## src/rtl/sram_axi_pkg.sv

```systemverilog
// sram_axi_slave shared types: FSM states, burst and response codes.
// Wrap bursts are built only when SRAM_AXI_WRAP_EN is defined.
package sram_axi_pkg;

  typedef enum logic [2:0] {
    ST_IDLE,
    ST_R_FETCH,
    ST_R_DATA,
    ST_W_DATA,
    ST_W_RESP
  } state_t;

  localparam logic [1:0] BURST_FIXED = 2'b00;
  localparam logic [1:0] BURST_INCR  = 2'b01;
  localparam logic [1:0] BURST_WRAP  = 2'b10;

  localparam logic [1:0] RESP_OKAY   = 2'b00;
  localparam logic [1:0] RESP_SLVERR = 2'b10;

endpackage

```

## src/rtl/sram_axi_addr_gen.sv

```systemverilog
// Next SRAM word address for the current beat of a burst.
// Wrap support is compiled in only with SRAM_AXI_WRAP_EN.
module sram_axi_addr_gen
  import sram_axi_pkg::*;
#(
  parameter int ADDR_W = 14
) (
  input  logic [ADDR_W-1:0] i_addr,
  input  logic [3:0]        i_len,
  input  logic [1:0]        i_burst,
  output logic [ADDR_W-1:0] o_next
);

  logic [ADDR_W-1:0] w_inc;

  assign w_inc = i_addr + 1'b1;

`ifdef SRAM_AXI_WRAP_EN
  logic [ADDR_W-1:0] w_mask;
  logic              w_wrap_ok;

  assign w_mask    = ADDR_W'(i_len);
  assign w_wrap_ok = (i_len == 4'd1) || (i_len == 4'd3) ||
                     (i_len == 4'd7) || (i_len == 4'd15);

  // FIXED holds, aligned WRAP folds inside its block, else INCR
  always_comb begin
    o_next = w_inc;
    if (i_burst == BURST_FIXED)
      o_next = i_addr;
    else if (i_burst == BURST_WRAP && w_wrap_ok)
      o_next = (i_addr & ~w_mask) | (w_inc & w_mask);
  end
`else
  logic w_len_unused;

  assign w_len_unused = ^i_len;

  // FIXED holds, everything else increments
  always_comb begin
    o_next = w_inc;
    if (i_burst == BURST_FIXED)
      o_next = i_addr;
  end
`endif

endmodule

```

## src/rtl/sram_axi_slave.sv

```systemverilog
// AXI4 slave port onto a single-port word SRAM, one burst at a time.
// Optional wrap bursts: define SRAM_AXI_WRAP_EN.
module sram_axi_slave
  import sram_axi_pkg::*;
#(
  parameter int ID_W   = 8,
  parameter int ADDR_W = 14
) (
  input  logic              ACLK,
  input  logic              ARESET,
  input  logic [ID_W-1:0]   ARID_S,
  input  logic [31:0]       ARADDR_S,
  input  logic [3:0]        ARLEN_S,
  input  logic [2:0]        ARSIZE_S,
  input  logic [1:0]        ARBURST_S,
  input  logic              ARVALID_S,
  output logic              ARREADY_S,
  output logic [ID_W-1:0]   RID_S,
  output logic [31:0]       RDATA_S,
  output logic [1:0]        RRESP_S,
  output logic              RLAST_S,
  output logic              RVALID_S,
  input  logic              RREADY_S,
  input  logic [ID_W-1:0]   AWID_S,
  input  logic [31:0]       AWADDR_S,
  input  logic [3:0]        AWLEN_S,
  input  logic [2:0]        AWSIZE_S,
  input  logic [1:0]        AWBURST_S,
  input  logic              AWVALID_S,
  output logic              AWREADY_S,
  input  logic [31:0]       WDATA_S,
  input  logic [3:0]        WSTRB_S,
  input  logic              WLAST_S,
  input  logic              WVALID_S,
  output logic              WREADY_S,
  output logic [ID_W-1:0]   BID_S,
  output logic [1:0]        BRESP_S,
  output logic              BVALID_S,
  input  logic              BREADY_S,
  output logic              SRAM_CEB,
  output logic [3:0]        SRAM_WEB,
  output logic [ADDR_W-1:0] SRAM_A,
  output logic [31:0]       SRAM_DI,
  input  logic [31:0]       SRAM_DO
);

  state_t            r_state, w_state;
  logic [ID_W-1:0]   r_id;
  logic [3:0]        r_len, r_beat;
  logic [1:0]        r_burst;
  logic [ADDR_W-1:0] r_addr, w_next;
  logic              r_err;
  logic              w_last;
  logic              w_aw_hs, w_ar_hs, w_r_hs, w_w_hs;
  logic              w_unused;

  assign w_unused = ^{ARSIZE_S, AWSIZE_S,
                      ARADDR_S[31:ADDR_W+2], ARADDR_S[1:0],
                      AWADDR_S[31:ADDR_W+2], AWADDR_S[1:0]};

  assign w_last  = (r_beat == r_len);
  assign w_aw_hs = AWVALID_S & AWREADY_S;
  assign w_ar_hs = ARVALID_S & ARREADY_S;
  assign w_r_hs  = RVALID_S & RREADY_S;
  assign w_w_hs  = WVALID_S & WREADY_S;

  sram_axi_addr_gen #(
    .ADDR_W (ADDR_W)
  ) u_addr_gen (
    .i_addr  (r_addr),
    .i_len   (r_len),
    .i_burst (r_burst),
    .o_next  (w_next)
  );

  // FSM state register; reset drops any burst in flight
  always_ff @(posedge ACLK) begin
    if (ARESET) r_state <= ST_IDLE;
    else        r_state <= w_state;
  end

  // Next state, AXI channel outputs and SRAM strobes
  always_comb begin
    w_state   = r_state;
    ARREADY_S = 1'b0;
    AWREADY_S = 1'b0;
    RVALID_S  = 1'b0;
    RDATA_S   = '0;
    RID_S     = '0;
    RRESP_S   = RESP_OKAY;
    RLAST_S   = 1'b0;
    WREADY_S  = 1'b0;
    BVALID_S  = 1'b0;
    BID_S     = '0;
    BRESP_S   = RESP_OKAY;
    SRAM_CEB  = 1'b1;
    SRAM_WEB  = 4'hF;
    SRAM_A    = '0;
    SRAM_DI   = '0;
    if (!ARESET) begin
      unique case (r_state)
        ST_IDLE: begin
          AWREADY_S = 1'b1;
          ARREADY_S = !AWVALID_S;
          if (AWVALID_S)      w_state = ST_W_DATA;
          else if (ARVALID_S) w_state = ST_R_FETCH;
        end
        ST_R_FETCH: begin
          SRAM_CEB = 1'b0;
          SRAM_A   = r_addr;
          w_state  = ST_R_DATA;
        end
        ST_R_DATA: begin
          RVALID_S = 1'b1;
          RDATA_S  = SRAM_DO;
          RID_S    = r_id;
          RLAST_S  = w_last;
          if (RREADY_S)
            w_state = w_last ? ST_IDLE : ST_R_FETCH;
        end
        ST_W_DATA: begin
          WREADY_S = 1'b1;
          if (WVALID_S) begin
            SRAM_CEB = 1'b0;
            SRAM_WEB = ~WSTRB_S;
            SRAM_DI  = WDATA_S;
            SRAM_A   = r_addr;
            if (WLAST_S) w_state = ST_W_RESP;
          end
        end
        ST_W_RESP: begin
          BVALID_S = 1'b1;
          BID_S    = r_id;
          BRESP_S  = r_err ? RESP_SLVERR : RESP_OKAY;
          if (BREADY_S) w_state = ST_IDLE;
        end
        default: w_state = ST_IDLE;
      endcase
    end
  end

  // Burst context: latch on address handshake, step per beat
  always_ff @(posedge ACLK) begin
    if (ARESET) begin
      r_id    <= '0;
      r_len   <= '0;
      r_burst <= BURST_INCR;
      r_addr  <= '0;
      r_beat  <= '0;
      r_err   <= 1'b0;
    end else if (w_aw_hs) begin
      r_id    <= AWID_S;
      r_len   <= AWLEN_S;
      r_burst <= AWBURST_S;
      r_addr  <= AWADDR_S[ADDR_W+1:2];
      r_beat  <= '0;
      r_err   <= 1'b0;
    end else if (w_ar_hs) begin
      r_id    <= ARID_S;
      r_len   <= ARLEN_S;
      r_burst <= ARBURST_S;
      r_addr  <= ARADDR_S[ADDR_W+1:2];
      r_beat  <= '0;
      r_err   <= 1'b0;
    end else if (w_r_hs && !w_last) begin
      r_beat  <= r_beat + 1'b1;
      r_addr  <= w_next;
    end else if (w_w_hs) begin
      r_beat  <= r_beat + 1'b1;
      r_addr  <= w_next;
      r_err   <= r_err | (WLAST_S ? !w_last : w_last);
    end
  end

endmodule

```

## config.mk

```make
export PLATFORM = sky130hd
export DESIGN_NAME = sram_axi_slave
export DESIGN_NICKNAME = d
export VERILOG_FILES = /design/src/rtl/sram_axi_pkg.sv /design/src/rtl/sram_axi_addr_gen.sv /design/src/rtl/sram_axi_slave.sv
export SDC_FILE = /design/constraint.sdc
export NUM_CORES = 1
export LEC_CHECK = 0
export ABC_CLOCK_PERIOD_IN_PS = 5600
export CAP_MARGIN = 0
export CORE_AREA = 2 2 110 112
export DETAILED_ROUTE_END_ITERATION = 6
export DIE_AREA = 0 0 112 114
export GPL_TIMING_DRIVEN = 0
export PLACE_DENSITY = 0.66
export SYNTH_ARGS = -nofsm -noshare
export SYNTH_HDL_FRONTEND = slang
export SYNTH_SLANG_ARGS = --single-unit
```

## constraint.sdc

```tcl
create_clock -name ACLK -period 5.6 [get_ports ACLK]
set_clock_uncertainty 0.1 [all_clocks]
set_input_delay 1.12 -clock ACLK [delete_from_list [all_inputs] [get_ports ACLK]]
set_output_delay 1.12 -clock ACLK [all_outputs]
set_load 0.005 [all_outputs]
```

---- After elaboration in Yosys (flattened, before gate mapping) ----
Index checks and enable logic that the tools add are counted.
operators by class
  mux-type cells .......................... 55
  multipliers ............................. 0
  shift operators ......................... 0
  bitwise gates (word level) .............. 7
  add/subtract/negate cells ............... 2
  reduce and logical (&&, ||, !) cells .... 11
  divide/modulo/power cells ............... 0
  equal/unequal tests ..................... 10
  magnitude comparators ................... 0
operators by type and width
  operator                                                                number
  32-bit two-way mux                                                      5
  14-bit two-way mux                                                      7
  8-bit two-way mux                                                       6
  4-bit two-way mux                                                       7
  14-bit case mux with 2 select lines                                     1
  3-bit two-way mux                                                       6
  1-bit two-way mux                                                       16
  3-bit case mux with 5 select lines                                      1
  14-bit by 1-bit adder with 14-bit output (second input constant)        1
  2-bit two-way mux                                                       5
  2-bit inequality test (second input constant)                           4
  3-bit by 2-bit equality test with 1-bit output (second input constant)  2
  5-bit AND reduction                                                     1
  4-bit by 1-bit adder with 4-bit output (second input constant)          1
  1-bit bitwise AND                                                       4
  4-bit equality test                                                     1
  4-bit NOT                                                               1
  2-bit nonzero test                                                      2
  4-bit nonzero test                                                      1
  3-bit by 1-bit equality test with 1-bit output (second input constant)  1
  3-bit equality test (second input constant)                             1
  3-bit logical NOT                                                       1
  3-bit inequality test (second input constant)                           1
  3-bit OR reduction                                                      1
  7 further kinds                                                         8
storage, ports and cells
  memory bits (read-only) ................. 0
  RAM bits ................................ 0
  input port bits ......................... 174
  memories ................................ 0
  output and inout port bits .............. 109
  register bits after elaboration ......... 36
  logic and storage cells ................. 92
  bits in latches ......................... 0

---- Logic depth before layout (Yosys ltp) ----
  depth in word-level cells ............... 8
  depth in mapped cells ................... 9
  gate-level depth less buffers ........... 6

---- Hierarchy ----
A second synthesis with hierarchy kept.
second synthesis, totals
  cell total of the unflattened synthesis .. 399
  area total of the unflattened synthesis .. 3,095.5 µm²
modules (own cells, without submodules)
  module             seq. area each (µm²)  times used  cells each  area an instance (µm²)
  sram_axi_slave     720.7                 1           360         2,770.2
  sram_axi_addr_gen  0.0                   1           39          325.3

---- Worst setup path before layout ----
OpenSTA, ideal clock, no wires.
  kind .................................... input -> output
  start ................................... in ARESET
  end ..................................... out BID_S[0]
  slack ................................... 2.145 ns
  required time ........................... 4.380 ns
  data arrival time ....................... 2.235 ns
  path buffers ............................ 1
  stages on the path ...................... 3
  path through ............................ clkbuf_1 nor4b_1 and2_1
on the way
  word-level cells in the longest chain between the ends .. 1
ends and longest elaborated chain
  item               line                   RTL
  start, declared    sram_axi_slave.sv:10   input logic ARESET,
  8-bit two-way mux  sram_axi_slave.sv:100  if (!ARESET) begin
  end, declared      sram_axi_slave.sv:36   output logic [ID_W-1:0] BID_S,
Every way passes these cells.

---- Worst setup path in the final report ----
  start ................................... in WVALID_S
  end ..................................... out SRAM_A[11]
on the way
  word-level cells in the longest chain between the ends .. 3
ends and longest elaborated chain
  item                                 line                   RTL
  start, declared                      sram_axi_slave.sv:34   input logic WVALID_S,
  14-bit two-way mux                   sram_axi_slave.sv:123  if (WVALID_S) begin
  14-bit case mux with 2 select lines  sram_axi_slave.sv:101  unique case (r_state)
  14-bit two-way mux                   sram_axi_slave.sv:100
  end, declared                        sram_axi_slave.sv:42   output logic [ADDR_W-1:0] SRAM_A,
Every way passes these cells.

==> summary.md <==
| Metric | Value |
|---|---|
| CTS max path bufs | 2 |
| Clock sink count | 36 |
| Dpl cell area | 0.00549 mm2 |
| F_max | 207 MHz |
| Crit path max-delay cell type | clkdlybuf4s50_1 |
| Htree depth | 2 |
| Final Total Pwr | 1190 uW |
| Pwr Density | 210 mW/mm2 |
| Chip width | 112 um |
| Cell count after synthesis | 384 |
| Layout cells sized above 1 | 6.35% |
| GRT Resource Usage Total | 18.6% |
| Fillcell total | 1151 |
| Post-synthesis cell type count | 51 |
| Port Buf Inserts | 236 |
| Hold Buf Count CTS | 0 |
| Worst path cell trace | clkdlybuf4s50_1 > nor2b_1 > nor4b_1 > clkbuf_1 > inv_1 > nor2_1 > clkdlybuf4s50_1 |
| Leakage | 0.00217 uW |
| Resized cells post-CTS | 0 |
| Avg WL per Cell | 16.0 um |
| Max-slew violations | 0 |
| Critical path peak fanout | 10 |
| Cell area after layout | 0.00566 mm2 |
| DP HPWL | 10200 um |
| WP data required | 4.38 ns |
| Final WS setup | 0.762 ns |
| Pre-antenna DRT Iters | 4 |
| Seq/Total Area, Yosys | 24.6% |
| Final critical-path required period | 4.84 ns |
| Crit-path most repeated cell | clkdlybuf4s50_1 |
| Setup_tns | 0 ns |
| Peak supply drop | 0.000148 V |
| DRC Markers | 0 |
| Yosys warnings | 0 |
| Root Driver | clkbuf_16 |
| ANT nets after route | 0 |
| Total gr overflow | 0 |
| Post-CTS Repair Setup Buffers | 0 |
| Synthesized area | 0.00293 mm2 |
| # setup viols final | 0 |
| # nets final | 805 |
| Placer Congestion | 0.869 |
| TritonCTS buffer count | 5 |
| Status | complete, no violations |
| Core area | 0.0117 mm2 |
| Relative slew slack | 36.7% |
| HP Class | reg -> reg |
| Ant. Diodes | 0 |
| Vias per cell | 4.79 |
| Crit path kind | in -> out |
| Initial core utilization | 25.0% |
| Initial DRC Count | 291 |
| Die area | 0.0128 mm2 |
| Worst-Margin Slew | 0.947 ns |
| Critical Path End Type | primary output |
| CP Data Arrival Time | 3.62 ns |
| Initial antenna violation count | 0 |
| Pin count of the biggest net entering global routing | 12 |
| # Max-Cap Violations | 0 |
| Area grow syn2layout | 92.9% |
| Global-route wire length before repair | 19200 um |
| CTS tree | done |
| Register bit total from synthesis | 36 |
| Drt total wl | 12400 um |
| Number of flops mapped to enable cells by yosys | 0 |
| RSZ-0062 raised after global routing | false |
| Die Height | 114 um |
| DR vias | 3722 |
| Post-synth ARST share | 0% |
| Site Rows | 40 |
| Vias in the first global route | 3702 |
| I/O Pins | 283 |
| Critical path's largest stage delay | 0.71 ns |
| Count of final hold-check violations | 0 |
| Clk_lat worst skew | 0.28 ns |
| Fin Hold WS | 0.355 ns |
| Most used DFF post-synth | dfxtp_1 |
| Post-Syn Area per Cell | 7.64 um2 |
| Startpoint types | primary input |
| Placement Setup Slack | 0.723 ns |
| Clock transition at the registers of the reported paths | 0.06 ns |
| Final period utilization | 86.4% |
[cell type report]
type / count / area, um2 / area share [%]
clock inverters: 2 / 35.0 / 0.619
repair buffers: 236 / 2360 / 41.8
multi-input cells: 311 / 2020 / 35.7
well taps: 147 / 184 / 3.25
inverters: 6 / 27.5 / 0.487
clock buffers: 6 / 129 / 2.28
flip-flops and latches: 36 / 721 / 12.7
plain buffers: 33 / 180 / 3.19
[synth_stat cells, types with 2 or more instances]
cell | instances | area [um2]
buf_4 | 4 | 30.0
o22ai_1 | 3 | 18.8
nor2b_1 | 3 | 18.8
inv_1 | 4 | 15.0
xnor2_1 | 9 | 78.8
nor3_1 | 6 | 30.0
nor4b_1 | 2 | 17.5
and2_1 | 62 | 388
a311oi_2 | 9 | 135
a211o_1 | 9 | 78.8
buf_2 | 3 | 15.0
a211oi_1 | 8 | 60.1
a22oi_1 | 2 | 15.0
nand3_1 | 7 | 35.0
o21ai_0 | 14 | 70.1
clkbuf_1 | 21 | 78.8
ha_1 | 2 | 25.0
a21oi_1 | 17 | 85.1
nand2b_1 | 4 | 25.0
dfxtp_1 | 36 | 721
o31ai_1 | 2 | 15.0
buf_6 | 5 | 56.3
nand4_1 | 3 | 18.8
nand2_1 | 32 | 120
xor2_1 | 8 | 70.1
nand4b_1 | 2 | 17.5
and3_1 | 38 | 238
mux2i_1 | 8 | 80.1
nor2_1 | 34 | 128
nand3b_1 | 5 | 37.5
nor4_1 | 2 | 12.5
[per-stage QoR]
| stage | util, % | std cells |
|---|---|---|
| CTS | 48.3 | 777 |
| finish | 48.3 | 777 |
| global route | 48.3 | 777 |
| global placement | 46.8 | 769 |
| detailed placement | 46.9 | 769 |
| floorplan | - | 386 |
[final timing paths]
path / startpoint / to / slack (ns) / depth (start not counted)
worst max register to register: r_state[1]$_SDFFE_PP0P_ / r_addr[6]$_SDFFE_PP0P_ / 3.01 / 6
worst min-delay path: r_err$_SDFFE_PP0P_ / r_err$_SDFFE_PP0P_ / 0.35 / 2
worst min register to register: r_err$_SDFFE_PP0P_ / r_err$_SDFFE_PP0P_ / 0.35 / 2
worst max-delay path: WVALID_S / SRAM_A[11] / 0.76 / 7
[kinds of logic (layout without fill, tap and decap cells)]
family / after synthesis / in the layout / share of synthesized area [%]
simple gates: 211 / 211 / 40.7
fa+ha+maj: 2 / 2 / 0.853
flops: 36 / 36 / 24.6
compound gates: 70 / 70 / 18.8
buf+inv: 39 / 283 / 7.08
other cells: 1 / 3 / 0.128
xor+xnor: 17 / 17 / 5.08
mux: 8 / 8 / 2.73
[cells in the final DEF (no fill, tap or decap), types with 2 or more instances in the layout]
cell             count
clkbuf_1            22
a211oi_1             8
nor2_1              34
nand3_1              7
nand2b_1             4
nor4_1               2
conb_1               3
nor4b_2              2
nand4b_1             2
buf_4                4
o22ai_1              3
nand3b_1             5
clkbuf_16            5
o21ai_0             14
clkdlybuf4s50_1    236
buf_2                3
a22oi_1              2
and3_1              38
nor2b_1              3
nand2_1             32
a311oi_2             9
dfxtp_1             36
a21oi_1             17
buf_6                5
a211o_1              9
nand4_1              3
and2_1              62
nor3_1               6
xnor2_1              9
o31ai_1              2
inv_1                4
xor2_1               8
ha_1                 2
mux2i_1              8
[critical path: cells and delay by family]
| family | cells | cell delay [ns] |
|---|---|---|
| AND/OR/NAND/NOR | 3 | 0.71 |
| buffers and inverters | 4 | 1.78 |
[flip-flops by register name (all words and copies together), names as in the netlist]
name,count
r_id,8
r_len,4
r_state,3
r_burst,2
r_addr,14
r_beat,4
r_err,1
[metal layers]
layer  track usage, %  part of all wire [%]  vias up  routed length, um
li1                 -                     -     1838                  -
met1             22.7                    41     1702               5140
met2             33.0                    50      170               6200
met3             4.20                   7.6       12                941
met4             4.96                   1.3        0                161
met5                0                     0        -                  0
[report_power, final]
group / switching [uW] / leakage (uW) / internal (uW) / total [uW]
Combinational: 233 / 0.00179 / 279 / 512
Sequential: 47.1 / 0.000296 / 304 / 351
Clock: 113 / 0.0000808 / 210 / 322
No activity file was read; power rests on OpenSTA's default activity.
